===== src/rtl/udma_adc_ts_pkg.sv =====
// ---------------------------------------------------------------------------
// udma_adc_ts_pkg
// Shared types for the uDMA ADC timestamp generator.
//   ts_entry_t      : queued stamp {chid, data}. Fields are sized for the
//                     widest supported configuration. Users slice them down
//                     to TS_CHID_WIDTH / TS_DATA_WIDTH.
//   ts_out_state_e  : output publisher states.
//   HOLD_CYCLES_DEF : default spacing between ts_valid_o toggles.
// ---------------------------------------------------------------------------
package udma_adc_ts_pkg;

    localparam int unsigned TS_CHID_MAX_W   = 8;
    localparam int unsigned TS_DATA_MAX_W   = 32;
    localparam int unsigned HOLD_CYCLES_DEF = 16;

    typedef struct packed {
        logic [TS_CHID_MAX_W-1:0] chid;
        logic [TS_DATA_MAX_W-1:0] data;
    } ts_entry_t;

    typedef enum logic [0:0] {
        ST_IDLE = 1'b0,
        ST_HOLD = 1'b1
    } ts_out_state_e;

endpackage


===== src/rtl/udma_adc_ts_fifo.sv =====
// ---------------------------------------------------------------------------
// udma_adc_ts_fifo
// Single-clock stamp queue with FIFO_DEPTH entries of ts_entry_t.
// Ports:
//   clk_i, rst_ni    : clock, asynchronous active-low reset
//   push_i, entry_i  : write request and data (ignored while full)
//   pop_i            : read request (ignored while empty)
//   entry_o          : head entry (valid while !empty_o)
//   full_o, empty_o  : status
// The pointers carry one extra MSB. Equal pointers mean empty. Equal
// indices with differing MSBs mean full.
// ---------------------------------------------------------------------------
module udma_adc_ts_fifo
    import udma_adc_ts_pkg::*;
#(
    parameter int unsigned FIFO_DEPTH = 4
) (
    input  logic      clk_i,
    input  logic      rst_ni,
    input  logic      push_i,
    input  ts_entry_t entry_i,
    input  logic      pop_i,
    output ts_entry_t entry_o,
    output logic      full_o,
    output logic      empty_o
);

    localparam int unsigned AW = $clog2(FIFO_DEPTH);
    localparam logic [AW:0] PTR_ONE = (AW+1)'(1);

    logic [AW:0] r_wptr;
    logic [AW:0] r_rptr;
    ts_entry_t   r_mem [FIFO_DEPTH];
    logic        w_do_push;
    logic        w_do_pop;

    assign full_o    = (r_wptr[AW] != r_rptr[AW]) && (r_wptr[AW-1:0] == r_rptr[AW-1:0]);
    assign empty_o   = (r_wptr == r_rptr);
    assign w_do_push = push_i & ~full_o;
    assign w_do_pop  = pop_i & ~empty_o;
    assign entry_o   = r_mem[r_rptr[AW-1:0]];

    // Storage array and write pointer.
    always_ff @(posedge clk_i or negedge rst_ni) begin
        if (!rst_ni) begin
            r_wptr <= '0;
            for (int i = 0; i < FIFO_DEPTH; i++) begin
                r_mem[i] <= '0;
            end
        end else if (w_do_push) begin
            r_mem[r_wptr[AW-1:0]] <= entry_i;
            r_wptr                <= r_wptr + PTR_ONE;
        end
    end

    // Read pointer.
    always_ff @(posedge clk_i or negedge rst_ni) begin
        if (!rst_ni) begin
            r_rptr <= '0;
        end else if (w_do_pop) begin
            r_rptr <= r_rptr + PTR_ONE;
        end
    end

endmodule


===== src/rtl/udma_adc_ts_gen.sv =====
// ---------------------------------------------------------------------------
// udma_adc_ts_gen
// Timestamp event generator in the ts clock domain. It captures a
// free-running counter on rising edges of the event inputs and queues the
// stamps. Each stamp is published as a chid/data pair announced by a toggle
// on ts_valid_o. The pair is held for at least HOLD_CYCLES so a downstream
// toggle synchroniser can capture it.
// Ports:
//   ts_clk_i, rst_ni : clock, asynchronous active-low reset
//   en_i             : counter run / event capture enable
//   clr_i            : synchronous counter clear (priority over en_i)
//   evt_i[NUM_CH]    : event inputs, rising edge = event
//   ovf_clr_i        : clears overflow_o (a same-cycle set wins)
//   ts_valid_o       : toggles once per published stamp
//   ts_chid_o        : channel ID of the current stamp
//   ts_data_o        : timestamp of the current stamp
//   overflow_o       : sticky lost-event flag
// Constraints: TS_DATA_WIDTH <= 32, TS_CHID_WIDTH <= 8, HOLD_CYCLES >= 4.
// ---------------------------------------------------------------------------
module udma_adc_ts_gen
    import udma_adc_ts_pkg::*;
#(
    parameter int unsigned NUM_CH        = 4,
    parameter int unsigned TS_DATA_WIDTH = 28,
    parameter int unsigned TS_CHID_WIDTH = 4,
    parameter int unsigned FIFO_DEPTH    = 4,
    parameter int unsigned HOLD_CYCLES   = HOLD_CYCLES_DEF
) (
    input  logic                     ts_clk_i,
    input  logic                     rst_ni,
    input  logic                     en_i,
    input  logic                     clr_i,
    input  logic [NUM_CH-1:0]        evt_i,
    input  logic                     ovf_clr_i,
    output logic                     ts_valid_o,
    output logic [TS_CHID_WIDTH-1:0] ts_chid_o,
    output logic [TS_DATA_WIDTH-1:0] ts_data_o,
    output logic                     overflow_o
);

    localparam int unsigned            HW        = $clog2(HOLD_CYCLES) + 1;
    localparam logic [HW-1:0]          HOLD_LOAD = HW'(HOLD_CYCLES - 1);
    localparam logic [HW-1:0]          HOLD_ONE  = HW'(1);
    localparam logic [TS_DATA_WIDTH-1:0] CNT_ONE = TS_DATA_WIDTH'(1);

    logic [TS_DATA_WIDTH-1:0] r_cnt;
    logic [NUM_CH-1:0]        r_evt_prev;
    logic [NUM_CH-1:0]        w_edge;
    logic [NUM_CH-1:0]        r_pend_vld;
    logic [TS_DATA_WIDTH-1:0] r_pend_ts [NUM_CH];
    logic [NUM_CH-1:0]        w_grant;
    logic                     w_found;
    logic                     w_drop;
    ts_entry_t                w_push_entry;
    ts_entry_t                w_head;
    logic                     w_head_unused;
    logic                     w_push;
    logic                     w_pop;
    logic                     w_fifo_full;
    logic                     w_fifo_empty;
    ts_out_state_e            r_state;
    ts_out_state_e            w_state_nxt;
    logic [HW-1:0]            r_hold;
    logic [HW-1:0]            w_hold_nxt;
    logic                     r_valid;
    logic [TS_CHID_WIDTH-1:0] r_chid;
    logic [TS_DATA_WIDTH-1:0] r_data;
    logic                     r_ovf;

    // Only the low slices of the wide queue entry are published.
    assign w_head_unused = ^w_head;

    // Free-running timestamp counter. The clear wins over the run enable.
    always_ff @(posedge ts_clk_i or negedge rst_ni) begin
        if (!rst_ni) begin
            r_cnt <= '0;
        end else if (clr_i) begin
            r_cnt <= '0;
        end else if (en_i) begin
            r_cnt <= r_cnt + CNT_ONE;
        end
    end

    // Previous event levels. These track even while disabled, so a level that
    // was already high when en_i rises does not count as an edge.
    always_ff @(posedge ts_clk_i or negedge rst_ni) begin
        if (!rst_ni) begin
            r_evt_prev <= '0;
        end else begin
            r_evt_prev <= evt_i;
        end
    end

    assign w_edge = evt_i & ~r_evt_prev & {NUM_CH{en_i}};

    // Fixed-priority arbiter: lowest pending channel moves to the FIFO.
    always_comb begin
        w_grant      = '0;
        w_found      = 1'b0;
        w_push_entry = '0;
        for (int c = 0; c < NUM_CH; c++) begin
            if (r_pend_vld[c] && !w_found && !w_fifo_full) begin
                w_grant[c]        = 1'b1;
                w_found           = 1'b1;
                w_push_entry.chid = TS_CHID_MAX_W'(c);
                w_push_entry.data = TS_DATA_MAX_W'(r_pend_ts[c]);
            end else begin
                w_grant[c] = 1'b0;
            end
        end
    end

    assign w_push = |w_grant;
    // An edge is lost only if its channel is still pending and is not leaving this cycle.
    assign w_drop = |(w_edge & r_pend_vld & ~w_grant);

    // Per-channel pending registers. A new edge on a channel being dequeued reloads it.
    always_ff @(posedge ts_clk_i or negedge rst_ni) begin
        if (!rst_ni) begin
            r_pend_vld <= '0;
            for (int c = 0; c < NUM_CH; c++) begin
                r_pend_ts[c] <= '0;
            end
        end else begin
            for (int c = 0; c < NUM_CH; c++) begin
                if (w_edge[c] && (!r_pend_vld[c] || w_grant[c])) begin
                    r_pend_vld[c] <= 1'b1;
                    r_pend_ts[c]  <= r_cnt;
                end else if (w_grant[c]) begin
                    r_pend_vld[c] <= 1'b0;
                end
            end
        end
    end

    // Sticky overflow flag. A same-cycle set beats the clear.
    always_ff @(posedge ts_clk_i or negedge rst_ni) begin
        if (!rst_ni) begin
            r_ovf <= 1'b0;
        end else if (w_drop) begin
            r_ovf <= 1'b1;
        end else if (ovf_clr_i) begin
            r_ovf <= 1'b0;
        end
    end

    udma_adc_ts_fifo #(
        .FIFO_DEPTH (FIFO_DEPTH)
    ) u_fifo (
        .clk_i   (ts_clk_i),
        .rst_ni  (rst_ni),
        .push_i  (w_push),
        .entry_i (w_push_entry),
        .pop_i   (w_pop),
        .entry_o (w_head),
        .full_o  (w_fifo_full),
        .empty_o (w_fifo_empty)
    );

    // Publisher next state. HOLD leaves when the decremented count reaches 0,
    // so consecutive toggles are exactly HOLD_CYCLES apart.
    always_comb begin
        w_state_nxt = r_state;
        w_hold_nxt  = r_hold;
        w_pop       = 1'b0;
        case (r_state)
            ST_IDLE: begin
                if (!w_fifo_empty) begin
                    w_pop       = 1'b1;
                    w_hold_nxt  = HOLD_LOAD;
                    w_state_nxt = ST_HOLD;
                end else begin
                    w_state_nxt = ST_IDLE;
                end
            end
            ST_HOLD: begin
                w_hold_nxt = r_hold - HOLD_ONE;
                if (r_hold <= HOLD_ONE) begin
                    w_state_nxt = ST_IDLE;
                end else begin
                    w_state_nxt = ST_HOLD;
                end
            end
            default: begin
                w_state_nxt = ST_IDLE;
                w_hold_nxt  = '0;
            end
        endcase
    end

    // Publisher state, hold counter and registered output pair.
    always_ff @(posedge ts_clk_i or negedge rst_ni) begin
        if (!rst_ni) begin
            r_state <= ST_IDLE;
            r_hold  <= '0;
            r_valid <= 1'b0;
            r_chid  <= '0;
            r_data  <= '0;
        end else begin
            r_state <= w_state_nxt;
            r_hold  <= w_hold_nxt;
            if (w_pop) begin
                r_valid <= ~r_valid;
                r_chid  <= w_head.chid[TS_CHID_WIDTH-1:0];
                r_data  <= w_head.data[TS_DATA_WIDTH-1:0];
            end
        end
    end

    assign ts_valid_o = r_valid;
    assign ts_chid_o  = r_chid;
    assign ts_data_o  = r_data;
    assign overflow_o = r_ovf;

endmodule

===== config.mk =====
export PLATFORM = sky130hd
export DESIGN_NAME = udma_adc_ts_gen
export DESIGN_NICKNAME = d
export VERILOG_FILES = /design/src/rtl/udma_adc_ts_pkg.sv /design/src/rtl/udma_adc_ts_fifo.sv /design/src/rtl/udma_adc_ts_gen.sv
export SDC_FILE = /design/constraint.sdc
export NUM_CORES = 1
export LEC_CHECK = 0
export CORE_UTILIZATION = 35
export DETAILED_ROUTE_END_ITERATION = 8
export PLACE_DENSITY_LB_ADDON = 0.12
export SETUP_SLACK_MARGIN = 0.4
export SLEW_MARGIN = 5
export SYNTH_ARGS = -nofsm -noshare
export SYNTH_HDL_FRONTEND = slang
export SYNTH_SLANG_ARGS = --single-unit

===== constraint.sdc =====
create_clock -name ts_clk_i -period 2 [get_ports ts_clk_i]
set_input_delay 0.3 -clock ts_clk_i [delete_from_list [all_inputs] [get_ports ts_clk_i]]
set_output_delay 0.3 -clock ts_clk_i [all_outputs]
set_load 0.02 [all_outputs]

# Word level (Yosys, flattened, before mapping)
# Cells that the tools add are included.
# totals
wordCells	119
output_inout_bits	34
reg_bits	354
# op_classes
addsub	4
n_reduce_logical	33
eq_ne	4
n_mux	34
bitwise	14
order_cmp	4
# ops
operator	n
bitwise mux 160 bit	1
two-way mux 40 bit	4
two-way mux 28 bit	3
binary-select mux 40 bit (select 2 bit)	1
demux 40 bit (select 2 bit)	1
two-way mux 36 bit	2
adder 28 x 1 -> 28 bit (second input constant)	1
two-way mux 1 bit	19
bitwise AND 4 bit	4
logical AND 1 bit	13
nonzero test 2 bit	6
one-hot mux 5 bit (2 select lines)	1
zero test 1 bit	8
NOT 4 bit	2
OR reduction 4 bit	2
adder 3 x 1 -> 3 bit (second input constant)	2
greater-or-equal comparator 3 bit (second input constant)	2
NOT 2 -> 3 bit	2
<= comparator 5 x 1 -> 1 bit (second input constant)	1
two-way mux 5 bit	1
subtractor 5 x 1 -> 5 bit (second input constant)	1
logical OR 1 bit	4
NOT 1 bit	4
equality test 3 bit	1
other kinds (6)	7

# Depth between registers and ports, before layout
# Gate-level depths: netlist (run 1).
# logic_depth
depth_word	21
ltp_mapped	7
mapped_depth_nobuf	5

# Hierarchy
# A second synthesis (run 1) with hierarchy kept.
# hier_totals
cells_unflattened	1084
hier_area_um2	15867.7
# modules_own_cells
mod	cells_each	area_each_um2	instances
udma_adc_ts_gen	652	8087.8	1
udma_adc_ts_fifo	432	7780.0	1

# Worst setup path before layout (run 1)
# Ideal clock, no wire load.
# synth_timing
path_kind	reg-to-reg
startpoint	register u_fifo.r_rptr[0]
endpoint	register r_pend_ts[10] (netlist name)
setup_slack_ns	-0.128
synth_period_minus_slack_ns	2.128
arrival_ns	2.004
stages_incl_launch_ff	7
cell_sequence	dfrtp_1 buf_2 xor2_2 o31ai_4 o31ai_4 buf_6 mux2_2
# synth_between
elab_chain_cells	19
# synth_rtl
item	line	rtl
start, declared	udma_adc_ts_fifo.sv:32	logic [AW:0] r_rptr;
start signal, assigned	udma_adc_ts_fifo.sv:61	r_rptr <= r_rptr + PTR_ONE;
equality test 2 bit (*)	udma_adc_ts_fifo.sv:37	assign full_o = (r_wptr[AW] != r_rptr[AW]) && (r_wptr[AW-1:0] == r_rptr[AW-1:0]);
logical AND 1 bit (*)	udma_adc_ts_fifo.sv:37	
zero test 1 bit (*)	udma_adc_ts_gen.sv:102	if (r_pend_vld[c] && !w_found && !w_fifo_full) begin
logical AND 1 bit	udma_adc_ts_gen.sv:102	
two-way mux 1 bit	udma_adc_ts_gen.sv:102	
zero test 1 bit	udma_adc_ts_gen.sv:102	
logical AND 1 bit (2 in a row)	udma_adc_ts_gen.sv:102	
two-way mux 1 bit	udma_adc_ts_gen.sv:102	
zero test 1 bit	udma_adc_ts_gen.sv:102	
logical AND 1 bit (2 in a row)	udma_adc_ts_gen.sv:102	
two-way mux 1 bit	udma_adc_ts_gen.sv:102	
zero test 1 bit	udma_adc_ts_gen.sv:102	
logical AND 1 bit	udma_adc_ts_gen.sv:102	
logical AND 1 bit (*)	udma_adc_ts_gen.sv:102	
two-way mux 1 bit (*)	udma_adc_ts_gen.sv:102	
logical OR 1 bit (*)	udma_adc_ts_gen.sv:126	if (w_edge[c] && (!r_pend_vld[c] || w_grant[c])) begin
logical AND 1 bit (*)	udma_adc_ts_gen.sv:126	
end signal, assigned by index	udma_adc_ts_gen.sv:128	r_pend_ts[c] <= r_cnt;
end, declared	udma_adc_ts_gen.sv:50	logic [TS_DATA_WIDTH-1:0] r_pend_ts [NUM_CH];
# Every way passes the cells marked *; elsewhere a longest branch is shown, timed or not.
# A chain may end at the register's enable or synchronous reset.

# Final worst setup path (run 1)
# layout_timing
startpoint	register u_fifo.r_rptr[2]
endpoint	register u_fifo.r_wptr[2]
# layout_between
elab_chain_cells	19
word_cells_on_any_way	22
cone_classes	eq/ne: 1; mux: 6; bitwise: 2; reduce/logical: 13
# layout_rtl
item	line	rtl
inequality test 1 bit (*)	udma_adc_ts_fifo.sv:37	
logical AND 1 bit (*)	udma_adc_ts_fifo.sv:37	
zero test 1 bit	udma_adc_ts_gen.sv:102	
logical AND 1 bit	udma_adc_ts_gen.sv:102	
two-way mux 1 bit	udma_adc_ts_gen.sv:102	
zero test 1 bit	udma_adc_ts_gen.sv:102	
logical AND 1 bit (2 in a row)	udma_adc_ts_gen.sv:102	
two-way mux 1 bit	udma_adc_ts_gen.sv:102	
zero test 1 bit	udma_adc_ts_gen.sv:102	
logical AND 1 bit (2 in a row)	udma_adc_ts_gen.sv:102	
two-way mux 1 bit	udma_adc_ts_gen.sv:102	
zero test 1 bit	udma_adc_ts_gen.sv:102	
logical AND 1 bit (2 in a row)	udma_adc_ts_gen.sv:102	
two-way mux 1 bit	udma_adc_ts_gen.sv:102	
OR reduction 4 bit	udma_adc_ts_gen.sv:113	assign w_push = |w_grant;
bitwise AND 1 bit (*)	udma_adc_ts_fifo.sv:39	assign w_do_push = push_i & ~full_o;
end signal, assigned	udma_adc_ts_fifo.sv:52	r_wptr <= r_wptr + PTR_ONE;
end, declared	udma_adc_ts_fifo.sv:31	logic [AW:0] r_wptr;
# Marks and branches as above.

==> flow_metrics.py, run 1 <==
metrics = {
    "timing": {
        "fin_ws_ps": 55.17,
        "finClkSkew_ps": 16.66,
        "relSlewSlack_pct": 65.73,
        "post-route-min-period_ps": 1945,
        "finalSetupViolations": 0,
        "clock.fmax_mhz": 514.2,
        "slew_violations": 0,
        "fin_crit_sh_pct": 97.24,
        "setup_tns_ps": 0,
        "rsz0062_at_grt": "true",
        "hold_viol": 0,
        "tightestPinTransition_ps": 513.0,
    },
    "logic_synthesis": {
        "synth_ff_type": "dfrtp_1",
        "netlist_area_sq_um": 13970,
        "synth_edf_count": 0,
        "netlist_top_cells_count": "dfrtp_1, nand2_1, mux2_2",
        "synth.most_common_cell": "dfrtp_1",
        "yosysWarnings": 0,
        "synth_top_cell_by_area": "dfrtp_1",
        "post_synth_num_cell_types": 51,
        "synthArstFlopShare_pct": 100.0,
        "syn_avg_cell_area_sq_um": 12.00,
        "synth-seq-cells": 312,
        "synth_area_leaders": "dfrtp_1, mux2_2, mux4_2, o21ai_0, nand2_1",
        "synth-seq-area-share_pct": 55.89,
        "synth_top_area_share_pct": 55.89,
        "synthCells": 1164,
    },
    "outcome": {
        "run_status": "finished, final reports clean",
    },
    "setup_path": {
        "critical_path_class": "register to register",
        "ff2ff_setup_slack_ps": 60,
        "worstPathRequired_ps": 2440,
        "start_kind": "register",
        "worst-path-buf-inv": 6,
        "critPathMaxStageDelay_ps": 410,
        "worst_path_max_delay_cell": "dfrtp_1",
        "crit_fanout": 9,
        "worstPathCellList": "xnor2_2 -> buf_12 -> buf_12 -> buf_8 -> o311ai_4 -> buf_12 -> buf_12 -> buf_16 -> xnor2_1",
        "critical_path.top_delay_family": "buffers and inverters",
        "crit_arrival_ps": 2390,
        "end_kind": "register",
        "path_common_cell": "buf_12",
    },
    "layout": {
        "syn_to_final_growth_pct": 39.65,
        "num-fill-cells": 3379,
        "diodes": 0,
        "nets": 1352,
        "multi_input_area_sq_um": 6715,
        "drive_above_1_share_pct": 40.21,
        "regArea_sq_um": 7816,
        "final_cells": 1881,
    },
    "clocking": {
        "numClockSinks": 312,
        "cts_tree": "yes",
        "ctsLongestPathBuffers": 3,
        "root_buffer": "clkbuf_16",
        "cts_buffers": 37,
        "clkTransAtPathRegs_ps": 60,
        "clk_latency_ps": 530,
        "h-tree-depth": 2,
    },
    "route": {
        "antenna_left": 0,
        "drt_pre_antenna_iters": 4,
        "drc": 0,
        "drtIter0Drc": 524,
        "via_per_inst": 5.263,
        "wire_per_inst_microns": 22.30,
        "vias": 9900,
        "drt_wl_total_mm": 41.94,
    },
    "die": {
        "die_x_microns": 201.8,
        "coreArea_sq_um": 39010,
        "initial_core_util_pct": 35.81,
        "die_h_microns": 201.8,
        "pin_count": 43,
        "rows": 72,
        "dieArea_sq_um": 40720,
    },
    "grt": {
        "grt_usage_pct": 19.86,
        "antenna_found_initial": 0,
        "grt_first_pass_wirelength_mm": 61.84,
        "grt_pass1_vias": 9975,
        "grt_max_degree": 77,
        "grt_overflow": 0,
    },
    "placed_design": {
        "gp_congestion": 0.7320,
        "port_buffers": 40,
        "hpwl_mm": 21.00,
        "placed_cells": 1732,
        "pre_cts_ws_ps": -283.4,
    },
    "pwr": {
        "ir_drop_v": 0.0005730,
        "power_density_nw_per_um2": 1437,
        "p_leak_nw": 8.447,
    },
    "min_path": {
        "hold_path_class": "input port to register",
    },
    "run": {
        "max_cap_viol_count": 0,
    },
}
[cells in the final DEF (no fill, tap or decap), types with 14 or more instances in the layout]
cell / count
clkdlybuf4s50_1: 39
nor2_1: 22
buf_6: 26
nand2b_4: 16
xnor2_1: 14
o2111ai_4: 19
a21oi_1: 15
inv_1: 15
mux4_2: 30
o21ai_1: 49
o21ai_2: 27
mux2_2: 126
o21ai_0: 54
nand2b_1: 14
mux2i_1: 29
mux2_4: 16
nand2_2: 17
clkbuf_16: 51
o211ai_1: 29
buf_16: 23
buf_4: 79
buf_12: 33
nand2_1: 137
dfrtp_1: 305
[worst reg2reg max path, stage by stage, from the launching register on]
cell	delay, ps
dfrtp_1	410
xnor2_2	160
buf_12	150
buf_12	130
buf_8	120
o311ai_4	340
buf_12	220
buf_12	120
buf_16	100
xnor2_1	110
[registers in the layout, indices dropped and copies added (netlist names)]
signal	count
u_fifo.r_mem	120
r_pend_ts	112
r_cnt	28
ts_data_o	28
r_hold	5
r_evt_prev	4
r_pend_vld	4
u_fifo.r_rptr	3
u_fifo.r_wptr	3
ts_chid_o	2
overflow_o	1
r_state	1
ts_valid_o	1
[path summary, 6_finish.rpt]
path | from | depth (start not counted) | endpoint
min reg2reg | ts_valid_o$_DFFE_PN0P_ | 1 | ts_valid_o$_DFFE_PN0P_
max | u_fifo.r_rptr[2]$_DFFE_PN0P_ | 9 | u_fifo.r_wptr[2]$_DFFE_PN0P_
max in group asynchronous | rst_ni | 3 | r_cnt[14]$_DFFE_PN0P_
min | evt_i[1] | 1 | r_evt_prev[1]$_DFF_PN0_
min in group asynchronous | rst_ni | 2 | ts_data_o[2]$_DFFE_PN0P_
max reg2reg | u_fifo.r_rptr[2]$_DFFE_PN0P_ | 9 | u_fifo.r_wptr[2]$_DFFE_PN0P_
[layout make-up]
| cell class | instances | share of cell area (%) |
|---|---|---|
| Clock buffer | 60 | 5.868 |
| Clock inverter | 7 | 0.4554 |
| Inverter | 16 | 0.3207 |
| Multi-Input combinational cell | 746 | 34.42 |
| Sequential cell | 312 | 40.07 |
| Tap cell | 518 | 3.322 |
| Timing Repair Buffer | 222 | 15.55 |
[per-layer routing]
layer / global-route usage, % / part of all wire (%) / vias up
met5: 0 / 0 / -
met4: 4.924 / 1.6 / 0
met3: 2.725 / 3.3 / 47
met2: 32.54 / 50 / 141
met1: 27.73 / 46 / 5173
li1: - / - / 4539
[report_power, final]
group          internal (mW)  switching, mW
Clock                   4.17           2.69
Sequential              7.71          0.878
Combinational           6.22           6.37
Total                   18.1           9.94
[kinds of logic (layout without fill, tap and decap cells)]
| family | after synthesis | after routing | synth area share, % |
|---|---|---|---|
| muxes | 205 | 205 | 18.68 |
| adders and majority gates | 8 | 8 | 0.7166 |
| xor gates and xnor gates | 24 | 24 | 1.612 |
| buffers and inverters | 107 | 305 | 3.359 |
| other | 1 | 2 | 0.02684 |
| and+or+nand+nor | 273 | 273 | 9.145 |
| AOI/OAI and AO/OA | 234 | 234 | 10.57 |
| DFF | 312 | 312 | 55.89 |
[through the flow]
| stage | utilization, % | total power [mW] | cell area [sq um] | hold WS [ps] |
|---|---|---|---|---|
| 2_1_floorplan | - | 13.36 | 14240 | 4.409 |
| 3_3_place_gp | 40.80 | 16.59 | 15910 | 214.3 |
| 3_5_place_dp | 40.80 | 16.73 | 15910 | 213.0 |
| 4_1_cts | 47.50 | 26.76 | 18530 | 243.4 |
| 5_1_grt | 50.01 | 29.37 | 19510 | 262.1 |
| 6_report | 50.01 | 28.04 | 19510 | 250.1 |
[what timing repair did]
item,in CTS,in global routing
endpoints found under the hold margin,64,0
gates resized for setup,121,164
setup endpoints to repair,323,326
gates cloned,20,14
pin swaps,22,57
hold buffers,1,0
buffers inserted,31,16
Note: power is estimated with default switching activity, not from simulation.
==> run 2, diff against run 1 <==
Settings changed: SKIP_CTS_REPAIR_TIMING set to 1.
==> run 2 against run 1 <==
  * Highest routed layer unchanged
  * First-iteration DRC count is 10% lower
  * Sequential power is essentially flat
  * Critical path depth is 2 lower
  * Clock-buffer cell count stayed put
  * Sequential cell count unchanged
  * Power is 4.5% lower
  * Global-route usage is 2.9 points lower
==> flow_metrics.py, run 2 (synthesized netlist as in run 1, its figures left out) <==
metrics = {
    "pwr": {
        "p_leak_nw": 8.159,
        "p_total_mw": 26.78,
        "ir_drop_v": 0.0005915,
        "power_density_nw_per_um2": 1426,
    },
    "setup_path": {
        "crit_arrival_ps": 2350,
        "critical_path.top_delay_family": "buffers and inverters",
        "worstPathCellList": "xnor2_2 -> buf_12 -> o31ai_4 -> o31ai_4 -> buf_4 -> buf_12 -> mux2_2",
        "worst_path_max_delay_cell": "dfrtp_1",
        "end_kind": "register",
        "start_kind": "register",
        "worst-path-buf-inv": 3,
        "critical_path_class": "register to register",
        "crit_fanout": 11,
        "crit_start": "u_fifo.r_rptr[2]$_DFFE_PN0P_",
        "worstPathRequired_ps": 2410,
        "critPathMaxStageDelay_ps": 410,
        "reg2reg_from": "u_fifo.r_rptr[2]$_DFFE_PN0P_",
    },
    "die": {
        "initial_core_util_pct": 35.81,
        "dieArea_sq_um": 40720,
        "coreArea_sq_um": 39010,
        "die_x_microns": 201.8,
        "rows": 72,
        "die_h_microns": 201.8,
        "pin_count": 43,
    },
    "layout": {
        "drive_above_1_share_pct": 38.56,
        "largest_reg_flops": 120,
        "nets": 1322,
        "top_regs": "u_fifo.r_mem: 120 flops, r_pend_ts: 112 flops",
        "final_common_cell": "dfrtp_1",
        "syn_to_final_growth_pct": 34.47,
        "final_cell_mix": "dfrtp_1, nand2_1, mux2_2",
        "regMostFlops": "u_fifo.r_mem",
    },
    "timing": {
        "hold_viol": 0,
        "fin_crit_sh_pct": 97.36,
        "finalSetupViolations": 0,
        "finClkSkew_ps": 13.25,
        "rsz0062_at_grt": "true",
        "slew_violations": 0,
        "fin_ws_ps": 52.80,
        "clock.fmax_mhz": 513.6,
        "post-route-min-period_ps": 1947,
    },
    "grt": {
        "grt_max_degree": 77,
        "grt_pass1_vias": 9348,
        "grt_usage_pct": 16.92,
        "antenna_found_initial": 1,
        "grt_first_pass_wirelength_mm": 54.34,
        "grt_overflow": 0,
    },
    "route": {
        "via_per_inst": 5.175,
        "wire_per_inst_microns": 21.38,
        "drt_pre_antenna_iters": 5,
        "drc": 0,
        "antenna_left": 0,
        "vias": 9584,
        "drt_wl_total_mm": 39.59,
        "drtIter0Drc": 470,
    },
    "clocking": {
        "cts_tree": "yes",
        "numClockSinks": 312,
        "root_buffer": "clkbuf_16",
        "h-tree-depth": 2,
        "clkTransAtPathRegs_ps": 60,
        "clk_latency_ps": 530,
        "cts_buffers": 37,
        "ctsLongestPathBuffers": 3,
    },
    "run": {
        "max_cap_viol_count": 0,
    },
    "placed_design": {
        "hpwl_mm": 21.00,
        "gp_congestion": 0.7320,
        "pre_cts_ws_ps": -283.4,
        "port_buffers": 40,
    },
    "min_path": {
        "hp-start": "evt_i[1]",
        "hold_path_class": "input port to register",
    },
    "outcome": {
        "run_status": "finished, final reports clean",
    },
}
## run 2: changes by cell type in the layout (fill, tap and decap cells not counted), sizes merged
cell,previous run,this run
buf,169,136
clkbuf,72,76
bufbuf,1,0
diode,0,1
## run 2: area by class of cell
| cell class | count | area [sq um] |
|---|---|---|
| fillers | 3474 | 20220 |
| flip-flops and latches | 312 | 7816 |
| multi-input cells | 746 | 6638 |
| repair buffers | 192 | 2387 |
| clock buffers | 60 | 1145 |
| well taps | 518 | 648.1 |
| clock inverters | 7 | 88.84 |
| inverters | 16 | 60.06 |
| diodes | 1 | 2.502 |
## run 2: worst paths after layout
| kind | endpoint | slack [ps] | depth (start not counted) |
|---|---|---|---|
| min in group asynchronous | ts_data_o[2]$_DFFE_PN0P_ | 260 | 2 |
| worst max register to register | r_pend_ts[0]$_DFFE_PN0P_ | 50 | 7 |
| worst min-delay path | r_evt_prev[1]$_DFF_PN0_ | 250 | 1 |
| worst max-delay path | r_pend_ts[0]$_DFFE_PN0P_ | 50 | 7 |
| worst min register to register | ts_valid_o$_DFFE_PN0P_ | 470 | 1 |
| max in group asynchronous | r_cnt[14]$_DFFE_PN0P_ | 990 | 3 |
## run 2: stage by stage
step	cell area [sq um]	instances	setup TNS, ps	utilization, %	hold slack, ps
after floorplan	14240	1165	0	-	4.409
after CTS	17150	1799	-2238	43.96	-343.1
final	18790	1852	0	48.16	253.2
after global placement	15910	1732	-17780	40.80	214.3
after global routing	18790	1852	0	48.16	262.0
after detailed placement	15910	1732	-18820	40.80	213.0
## run 2: worst register-to-register path: stages (launching register included)
cell,delay [ps]
dfrtp_1,410
xnor2_2,230
buf_12,160
o31ai_4,100
o31ai_4,300
buf_4,160
buf_12,130
mux2_2,340
## run 2: metal layers
metal,wire [microns],GRT usage (%),vias to the layer above
met3,1162,2.483,51
met1,18690,24.41,4920
met2,19050,26.78,141
met5,0,0,-
met4,690,4.031,0
li1,-,-,4472
## run 2: report_power, final
part	total (mW)	internal, mW	switching, mW
Sequential	8.61	7.71	0.899
Clock	6.82	4.17	2.65
Combinational	11.4	5.33	6.02
